--- config.mk ---
export PLATFORM = sky130hd
export DESIGN_NAME = traffic_light_controller_nway
export DESIGN_NICKNAME = d
export VERILOG_FILES = /design/src/rtl/traffic_pkg.sv /design/src/rtl/phase_timer.sv /design/src/rtl/traffic_light_controller_nway.sv
export SDC_FILE = /design/constraint.sdc
export NUM_CORES = 1
export LEC_CHECK = 0
export CAP_MARGIN = 15
export CORE_AREA = 5 5 56 58
export CTS_BUF_LIST = sky130_fd_sc_hd__clkbuf_8
export DETAILED_ROUTE_END_ITERATION = 8
export DIE_AREA = 0 0 61 63
export HOLD_SLACK_MARGIN = 0.08
export MAX_ROUTING_LAYER = met4
export PLACE_DENSITY = 0.79
export SETUP_SLACK_MARGIN = 0.02
export SLEW_MARGIN = 25
export SYNTH_ARGS = -nofsm -noshare
export SYNTH_HDL_FRONTEND = slang
export SYNTH_HIERARCHICAL = 1
export SYNTH_SLANG_ARGS = --single-unit
--- constraint.sdc ---
create_clock -name clk -period 3.1 [get_ports clk]
set_input_delay 0.465 -clock clk [delete_from_list [all_inputs] [get_ports clk]]
set_output_delay 0.465 -clock clk [all_outputs]
set_load 0.03 [all_outputs]
--- src/rtl/traffic_pkg.sv ---
// Shared types and lamp encodings for the N-way signal controller.
package traffic_pkg;

  typedef enum logic [1:0] {
    ALL_RED = 2'd0,
    GREEN   = 2'd1,
    YELLOW  = 2'd2
  } phase_t;

  localparam logic [2:0] LIGHT_RED    = 3'b100;
  localparam logic [2:0] LIGHT_YELLOW = 3'b010;
  localparam logic [2:0] LIGHT_GREEN  = 3'b001;

  // Lamp pattern shown by the way currently being served.
  function automatic logic [2:0] active_lamp(input phase_t ph);
    case (ph)
      GREEN:   return LIGHT_GREEN;
      YELLOW:  return LIGHT_YELLOW;
      default: return LIGHT_RED;
    endcase
  endfunction

endpackage

--- src/rtl/phase_timer.sv ---
// Saturating phase timer: clears on request, advances only on timebase ticks.
module phase_timer #(
  parameter int TIMER_W = 8
) (
  input  logic               clk,
  input  logic               rst,
  input  logic               i_clr,
  input  logic               i_tick,
  output logic [TIMER_W-1:0] o_count
);

  logic [TIMER_W-1:0] r_count;

  // NOTE: sequential state uses non-blocking assignments so every flop samples pre-edge values.
  always_ff @(posedge clk) begin
    if (!rst) begin
      r_count <= '0;
    end else if (i_clr) begin
      r_count <= '0;
    end else if (i_tick && (r_count != '1)) begin
      r_count <= r_count + 1'b1;
    end
  end

  assign o_count = r_count;

endmodule

--- src/rtl/traffic_light_controller_nway.sv ---
// Demand-actuated N-way round-robin signal controller.
// Optional emergency pre-emption is enabled by defining EMERGENCY_PREEMPT_EN.
module traffic_light_controller_nway
  import traffic_pkg::*;
#(
  parameter int  NUM_WAYS  = 4,
  parameter int  TIMER_W   = 8,
  parameter int  MIN_GREEN = 4,
  parameter int  MAX_GREEN = 8,
  parameter int  YELLOW_T  = 2,
  parameter int  ALL_RED_T = 1,
  localparam int WAY_W     = (NUM_WAYS > 1) ? $clog2(NUM_WAYS) : 1
) (
  input  logic                  clk,
  input  logic                  rst,
  input  logic                  tick,
  input  logic [NUM_WAYS-1:0]   demand,
`ifdef EMERGENCY_PREEMPT_EN
  input  logic [NUM_WAYS-1:0]   emerg_req,
`endif
  output logic [3*NUM_WAYS-1:0] lights,
  output logic [WAY_W-1:0]      active_way,
  output logic [1:0]            phase
);

  localparam logic [TIMER_W-1:0] AR_LAST   = TIMER_W'(ALL_RED_T - 1);
  localparam logic [TIMER_W-1:0] MING_LAST = TIMER_W'(MIN_GREEN - 1);
  localparam logic [TIMER_W-1:0] MAXG_LAST = TIMER_W'(MAX_GREEN - 1);
  localparam logic [TIMER_W-1:0] YEL_LAST  = TIMER_W'(YELLOW_T - 1);

  phase_t              r_phase, w_phase_nxt;
  logic [WAY_W-1:0]    r_active_way, w_way_nxt, w_rr_way;
  logic [NUM_WAYS-1:0] r_pend, w_pend_nxt, w_green_clr;
  logic [TIMER_W-1:0]  w_timer;
  logic                w_rr_found, w_others_pend;

  phase_timer #(.TIMER_W(TIMER_W)) u_timer (
    .clk     (clk),
    .rst     (rst),
    .i_clr   (w_phase_nxt != r_phase),
    .i_tick  (tick),
    .o_count (w_timer)
  );

  // Round-robin: first pending way after the one last served, wrapping to itself last.
  always_comb begin
    w_rr_found = 1'b0;
    w_rr_way   = r_active_way;
    for (int k = 1; k <= NUM_WAYS; k++) begin
      logic [WAY_W-1:0] idx;
      idx = WAY_W'((int'(r_active_way) + k) % NUM_WAYS);
      if (!w_rr_found && r_pend[idx]) begin
        w_rr_found = 1'b1;
        w_rr_way   = idx;
      end
    end
  end

  assign w_others_pend = |(r_pend & ~(NUM_WAYS'(1) << r_active_way));

`ifdef EMERGENCY_PREEMPT_EN
  logic             w_emerg_any;
  logic [WAY_W-1:0] w_emerg_way;

  always_comb begin
    w_emerg_any = 1'b0;
    w_emerg_way = '0;
    for (int i = 0; i < NUM_WAYS; i++) begin
      if (!w_emerg_any && emerg_req[i]) begin
        w_emerg_any = 1'b1;
        w_emerg_way = WAY_W'(i);
      end
    end
  end
`endif

  // NOTE: every output of this block gets a default first, so no latch can be inferred.
  always_comb begin
    w_phase_nxt = r_phase;
    w_way_nxt   = r_active_way;
    case (r_phase)
      ALL_RED: begin
        if (tick && (w_timer >= AR_LAST)) begin
`ifdef EMERGENCY_PREEMPT_EN
          if (w_emerg_any) begin
            w_phase_nxt = GREEN;
            w_way_nxt   = w_emerg_way;
          end else
`endif
          if (w_rr_found) begin
            w_phase_nxt = GREEN;
            w_way_nxt   = w_rr_way;
          end
        end
      end
      GREEN: begin
        if (tick) begin
`ifdef EMERGENCY_PREEMPT_EN
          if (w_emerg_any && (w_emerg_way != r_active_way)) begin
            w_phase_nxt = YELLOW;
          end else if (w_emerg_any) begin
            w_phase_nxt = GREEN;
          end else
`endif
          if ((w_timer >= MAXG_LAST) ||
              ((w_timer >= MING_LAST) && !demand[r_active_way] && w_others_pend)) begin
            w_phase_nxt = YELLOW;
          end
        end
      end
      YELLOW: begin
        if (tick && (w_timer == YEL_LAST)) w_phase_nxt = ALL_RED;
      end
      default: w_phase_nxt = ALL_RED;
    endcase
  end

  // Pending is cleared on green entry, but a demand seen the same cycle re-arms it.
  assign w_green_clr = ((r_phase != GREEN) && (w_phase_nxt == GREEN)) ?
                       (NUM_WAYS'(1) << w_way_nxt) : '0;
  assign w_pend_nxt  = demand | (r_pend & ~w_green_clr);

  always_ff @(posedge clk) begin
    if (!rst) begin
      r_phase      <= ALL_RED;
      r_active_way <= WAY_W'(NUM_WAYS - 1);
      r_pend       <= '0;
    end else begin
      r_phase      <= w_phase_nxt;
      r_active_way <= w_way_nxt;
      r_pend       <= w_pend_nxt;
    end
  end

  always_comb begin
    lights = '0;
    for (int i = 0; i < NUM_WAYS; i++) begin
      lights[3*i +: 3] = (WAY_W'(i) == r_active_way) ? active_lamp(r_phase) : LIGHT_RED;
    end
  end

  assign active_way = r_active_way;
  assign phase      = r_phase;

endmodule

==> Yosys cells after proc, flatten, opt, wreduce, memory -nomap -nowiden <==
Index checks and enable logic that the tools add are counted.
{ "classes": {"add_sub_neg": 5, "shifts": 2, "n_bitwise": 6, "reduce_logical": 18, "n_lt_le_gt_ge": 8, "n_mux": 33, "eq_ne": 10} }
{ "ops": {"columns": ["operator", "n"], "rows": [
  ["$mux W2", 12],
  ["$lt A2 B3 Y1 const B", 5],
  ["$mux W3", 4],
  ["$bmux W1 S2", 5],
  ["$logic_and A1 B1 Y1", 9],
  ["$mux W1", 9],
  ["$add A8 B1 Y8 const B", 1],
  ["$and A4 B4 Y4", 2],
  ["$eq A8 B1 Y1 const B", 1],
  ["$ge A8 B1 Y1 const B", 1],
  ["$ge A8 B2 Y1 const B", 1],
  ["$ge A8 B3 Y1 const B", 1],
  ["$ne A8 B8 Y1 const B", 1],
  ["$not A4 Y4", 2],
  ["$shl A1 B2 Y4 const A", 2],
  ["$pmux W2 S3", 1],
  ["$pmux W3 S2", 1],
  ["$add A2 B1 Y2 const B", 2],
  ["$add A2 B2 Y2 const B", 2],
  ["$eq A2 B1 Y1 const B", 2],
  ["$eq A2 B2 Y1 const A", 2],
  ["$logic_not A1 Y1", 4],
  ["$logic_not A2 Y1", 2],
  ["$mux W4", 1],
  ["other kinds (9)", 9]
]} }
{ "totals": {"register_bits": 16, "word_cells": 86, "out_inout_bits": 16} }

==> Depth between registers and ports, before layout <==
{ "depth": {"depth_word": 22, "ltp_mapped": 12} }

==> Hierarchy <==
The synthesis kept the hierarchy.
{ "by_module_without_submodules": {"columns": ["module", "area_each_um2", "instances", "cells_per_inst"], "rows": [
  ["traffic_light_controller_nway", 915.9, 1, 108],
  ["phase_timer", 421.7, 1, 46]
]} }

==> Least setup slack after synthesis <==
OpenSTA, ideal clock, no wires.
{ "synth_timing": {"path_type": "register to register", "startpoint": "register r_active_way[0], in the netlist active_way[0]", "endpoint": "register u_timer.r_count[3], in the netlist u_timer/o_count[3]", "period_less_slack_ns": 2.853, "path_buffers": 1, "arrival_time_ns": 2.784, "slack_ns": 0.247, "stages_incl_launch_ff": 13, "path_cell_list": "dfxtp_1 buf_6 inv_1 ha_1 mux4_2 nor3_2 a32o_1 o21ba_2 and2_1 o211ai_1 nor2b_1 o21ai_0 a21oi_1"} }
{ "synth_via": {"elab_chain_len": 18} }
{ "synth_lines": {"columns": ["element", "line", "rtl"], "rows": [
  ["start: declaration", "traffic_light_controller_nway.sv:32", "logic [WAY_W-1:0] r_active_way, w_way_nxt, w_rr_way;"],
  ["start signal: assignment", "traffic_light_controller_nway.sv:126", "r_active_way <= WAY_W'(NUM_WAYS - 1);"],
  ["start signal: assignment", "traffic_light_controller_nway.sv:130", "r_active_way <= w_way_nxt;"],
  ["$add A2 B1 Y2", "traffic_light_controller_nway.sv:51", "idx = WAY_W'((int'(r_active_way) + k) % NUM_WAYS);"],
  ["$bmux W1 S2", "traffic_light_controller_nway.sv:52", "if (!w_rr_found && r_pend[idx]) begin"],
  ["$mux W1 (not written as such)", "traffic_light_controller_nway.sv:52", null],
  ["$mux W1", "traffic_light_controller_nway.sv:52", null],
  ["$logic_not A1 Y1", "traffic_light_controller_nway.sv:52", null],
  ["$logic_and A1 B1 Y1", "traffic_light_controller_nway.sv:52", null],
  ["$mux W1", "traffic_light_controller_nway.sv:52", null],
  ["$logic_not A1 Y1", "traffic_light_controller_nway.sv:52", null],
  ["[... 2 more ...]", null, null],
  ["$logic_not A1 Y1", "traffic_light_controller_nway.sv:52", null],
  ["$logic_and A1 B1 Y1", "traffic_light_controller_nway.sv:52", null],
  ["$mux W1", "traffic_light_controller_nway.sv:52", null],
  ["$mux W2", "traffic_light_controller_nway.sv:90", "if (w_rr_found) begin"],
  ["$mux W2", "traffic_light_controller_nway.sv:83", "if (tick && (w_timer >= AR_LAST)) begin"],
  ["$pmux W2 S3 (*)", "traffic_light_controller_nway.sv:81", "case (r_phase)"],
  ["$ne A2 B2 Y1 (*)", "traffic_light_controller_nway.sv:40", ".i_clr (w_phase_nxt != r_phase),"],
  ["$reduce_or A2 Y1 (no line) (*)", null, null],
  ["end signal: assignment", "phase_timer.sv:21", "r_count <= r_count + 1'b1;"],
  ["end: declaration", "phase_timer.sv:12", "logic [TIMER_W-1:0] r_count;"]
]} }
Mark *: on every way between the ends. The rest lies on a longest branch, timed or not. The select of a mux whose other input is x is not followed.
A chain may end at the register's enable or synchronous reset.

==> Final worst setup path <==
Ends and elaborated chain as after synthesis.

==> run_results.csv <==
group,metric,value,unit
floorplanning,start_util,0.511,
grt,grt_first_pass_wirelength,5440,um
critical_path,crit_slowest_cell,"ha_1",
critical_path,cp_num_buf_inv,1,
run,timing.max_cap.violations,0,
synth,synth_area,1340,sq um
power,switchingPower,538,uW
synth,synth_top_cell_area_share,0.239,
run_status,status,"complete, no violations",
critical_path,crit_chain,"inv_1, ha_1, mux4_2, nor3_2, a32o_1, o21ba_2, and2_1, o211ai_1, nor2b_2, o21ai_0, a21oi_1",
clock_network,htreeDepth,1,
synth,async_flop_share,0,
power,p_leak,0.694,nW
grt,grtUsageMet3,0.0331,
layout,multi_input_area,961,sq um
placed_design,io_buffer_count,22,
clock_network,clk_latency,250,ps
floorplanning,fp.dieArea,3840,sq um
layout,fin_nets,198,
sta,setup_tns,0,ps
clock_network,cts_made_buffers,3,
floorplanning,die_w,61,um
grt,grt_remaining_overflow,0,
critical_path,worstSetupEndpointType,"flip-flop",
layout,n_fill_cell,240,
sta,fin_crit_sh,0.863,
critical_path,cp_data_required_time,3290,ps
placed_design,gp_congestion,0.871,
route,drt_iter0_markers,166,
layout,drive_gt1_frac,0.105,
sta,post-route-min-period,2670,ps
floorplanning,ioPinCount,23,
power,power_density,737,nW/um^2
synth,synth.distinct_cells,48,
power,p_int,684,uW
grt,grt_max_degree,13,
sta,setup-violations-final,0,
synth,ys_top_cells_by_area,"dfxtp_1 (24%), ha_1 (8.4%), mux4_2 (5.1%)",
clock_network,root_buffer,"clkbuf_8",
hold_path,hold_class,"reg2reg",
synth,ys_seq_area_frac,0.239,
synth,ys_ff_latch,16,
synth,syn_area_per_cell,8.69,sq um
synth,synth_common_cells,"dfxtp_1 (16), nand2_1 (16), inv_1 (11)",
synth,yosys_warnings,6,
synth,syn_nets,170,
clock_network,tritoncts,"built",
clock_network,postCtsSetupBuffers,0,
layout,layout.area.seq,320,sq um
layout,syn_to_final_growth,24.0,%
floorplanning,num_rows,19,
critical_path,crit_family,"compound AO/OA/AOI/OAI gates",
grt,grt_use_met1,0.254,
route,routedWlPerCell,15.0,um
grt,grt_antenna_before_repair,0,
floorplanning,coreArea,2620,sq um
grt,grt_pass1_vias,1203,
sta,relSlewSlack,0.716,
clock_network,post_cts_resized,0,
route,first_pass_iters,4,
sta,timing.fmax,374,MHz
sta,hold_viol_final,0,
sta,slew_violations,0,
route,vias,1308,
synth,yosys.area.top_type,"dfxtp_1",
critical_path,arrival,2860,ps
route,wl,3180,um
clock_network,clkTransAtPathRegs,70,ps
route,antenna_left,0,
grt,busiest_layer,"met2",
synth,netlist_instances,154,
power,p_comb_frac,0.608,
route,drc,0,
critical_path,startpoint_type,"flip-flop",
clock_network,clockBufferDepth,2,
power,fin_total_pwr,1.22,mW
clock_network,clock_sinks,16,
sta,tightest_slew,424,ps
grt,track_usage,0.185,
critical_path,critPathMaxStageDelay,360,ps
grt,use_met2,0.286,
placed_design,dp.final_hpwl,2460,um
power,p_clk_frac,0.153,
critical_path,critical_path_class,"reg2reg",
layout,n_antenna_cell,0,
synth,synthFlopType,"dfxtp_1",
synth,synth-edff-count,0,
power,seqPwrFrac,0.239,
power,irDropWorstVdd,0.548,mV
power,switching_share,0.440,
critical_path,cp_max_fo,8,
floorplanning,die_h,63,um
clock_network,holdBufCountCts,0,
sta,worst_clock_skew,6.64,ps
route,viasPerCell,6.17,
sta,rsz0062_at_grt,"no",
## sequential cells by signal, summed over array words and instances (netlist names)
| signal | count |
|---|---|
| u_timer/o_count | 8 |
| r_pend | 4 |
| active_way | 2 |
| phase | 2 |
## cells by family (layout without fill, tap and decap cells)
logic type	Yosys count	in the layout	share of synthesized area
and+or+nand+nor	63	63	0.270
AOI/OAI and AO/OA	42	42	0.227
DFF	16	16	0.239
buffers and inverters	13	40	0.0449
muxes	10	10	0.127
adders and majority gates	9	9	0.0842
xor gates and xnor gates	1	1	0.00655
## cells in the final DEF, fill, tap and decap left out, types with 2 or more instances in the layout
master	synthesis	layout
a21oi_1	7	7
a221oi_1	2	2
a31oi_1	7	7
and2_1	9	9
and4_1	4	4
buf_4	1	3
clkbuf_8	0	4
clkdlybuf4s50_1	0	22
dfxtp_1	16	16
ha_1	9	9
inv_1	11	11
mux2i_1	5	5
mux4_1	2	2
mux4_2	3	3
nand2_1	16	16
nand2b_1	3	3
nand3_1	3	3
nor2_1	6	6
nor2b_1	8	7
nor2b_2	1	2
nor3_1	3	3
o211a_1	2	2
o211ai_1	2	2
o21ai_0	8	8
## through the flow
step	hold WS, ps	instances	util	setup WS, ps	area [sq um]
2_1_floorplan	481	154	-	247	1340
3_3_place_gp	515	208	0.612	215	1600
3_5_place_dp	522	208	0.612	65.6	1600
4_1_cts	533	212	0.633	282	1660
5_1_grt	572	212	0.634	78.3	1660
6_report	540	212	0.634	426	1660
## worst reg2reg max path, delay by kind of cell (launching register included)
kind,cells,cell delay (ps)
DFF,1,340
AOI/OAI and AO/OA,5,790
and+or+nand+nor,3,690
buffers and inverters,1,80
adders and majority gates,1,360
muxes,1,360
## final timing paths
kind / to / slack, ps / from / cells past startpoint
hold reg to reg: u_timer/o_count[5] / 540 / u_timer/o_count[5] / 2
hold / removal: u_timer/o_count[5] / 540 / u_timer/o_count[5] / 2
setup / recovery: u_timer/o_count[3] / 430 / active_way[0] / 11
setup reg to reg: u_timer/o_count[3] / 430 / active_way[0] / 11
## layout make-up
| class | instances | area share |
|---|---|---|
| well taps | 31 | 0.0234 |
| repair buffers | 25 | 0.146 |
| inverters | 11 | 0.0249 |
| multi-input cells | 125 | 0.579 |
| clock buffers | 4 | 0.0332 |
| flip-flops and latches | 16 | 0.193 |
## per-layer routing
layer	wire length [um]	vias to the layer above
li1	-	635
met1	1450	632
met2	1580	35
met3	120	6
met4	29	0
met5	0	-
## power groups by stage
stage                     clock network, mW  registers, mW  logic [mW]
after floorplan                           0          0.316       0.514
after global placement                    0          0.291       0.714
after detailed placement                  0          0.295       0.735
after CTS                             0.192          0.290       0.738
after global routing                  0.200          0.300       0.815
final                                 0.187          0.292       0.743
(Power assumes the default switching activity.)
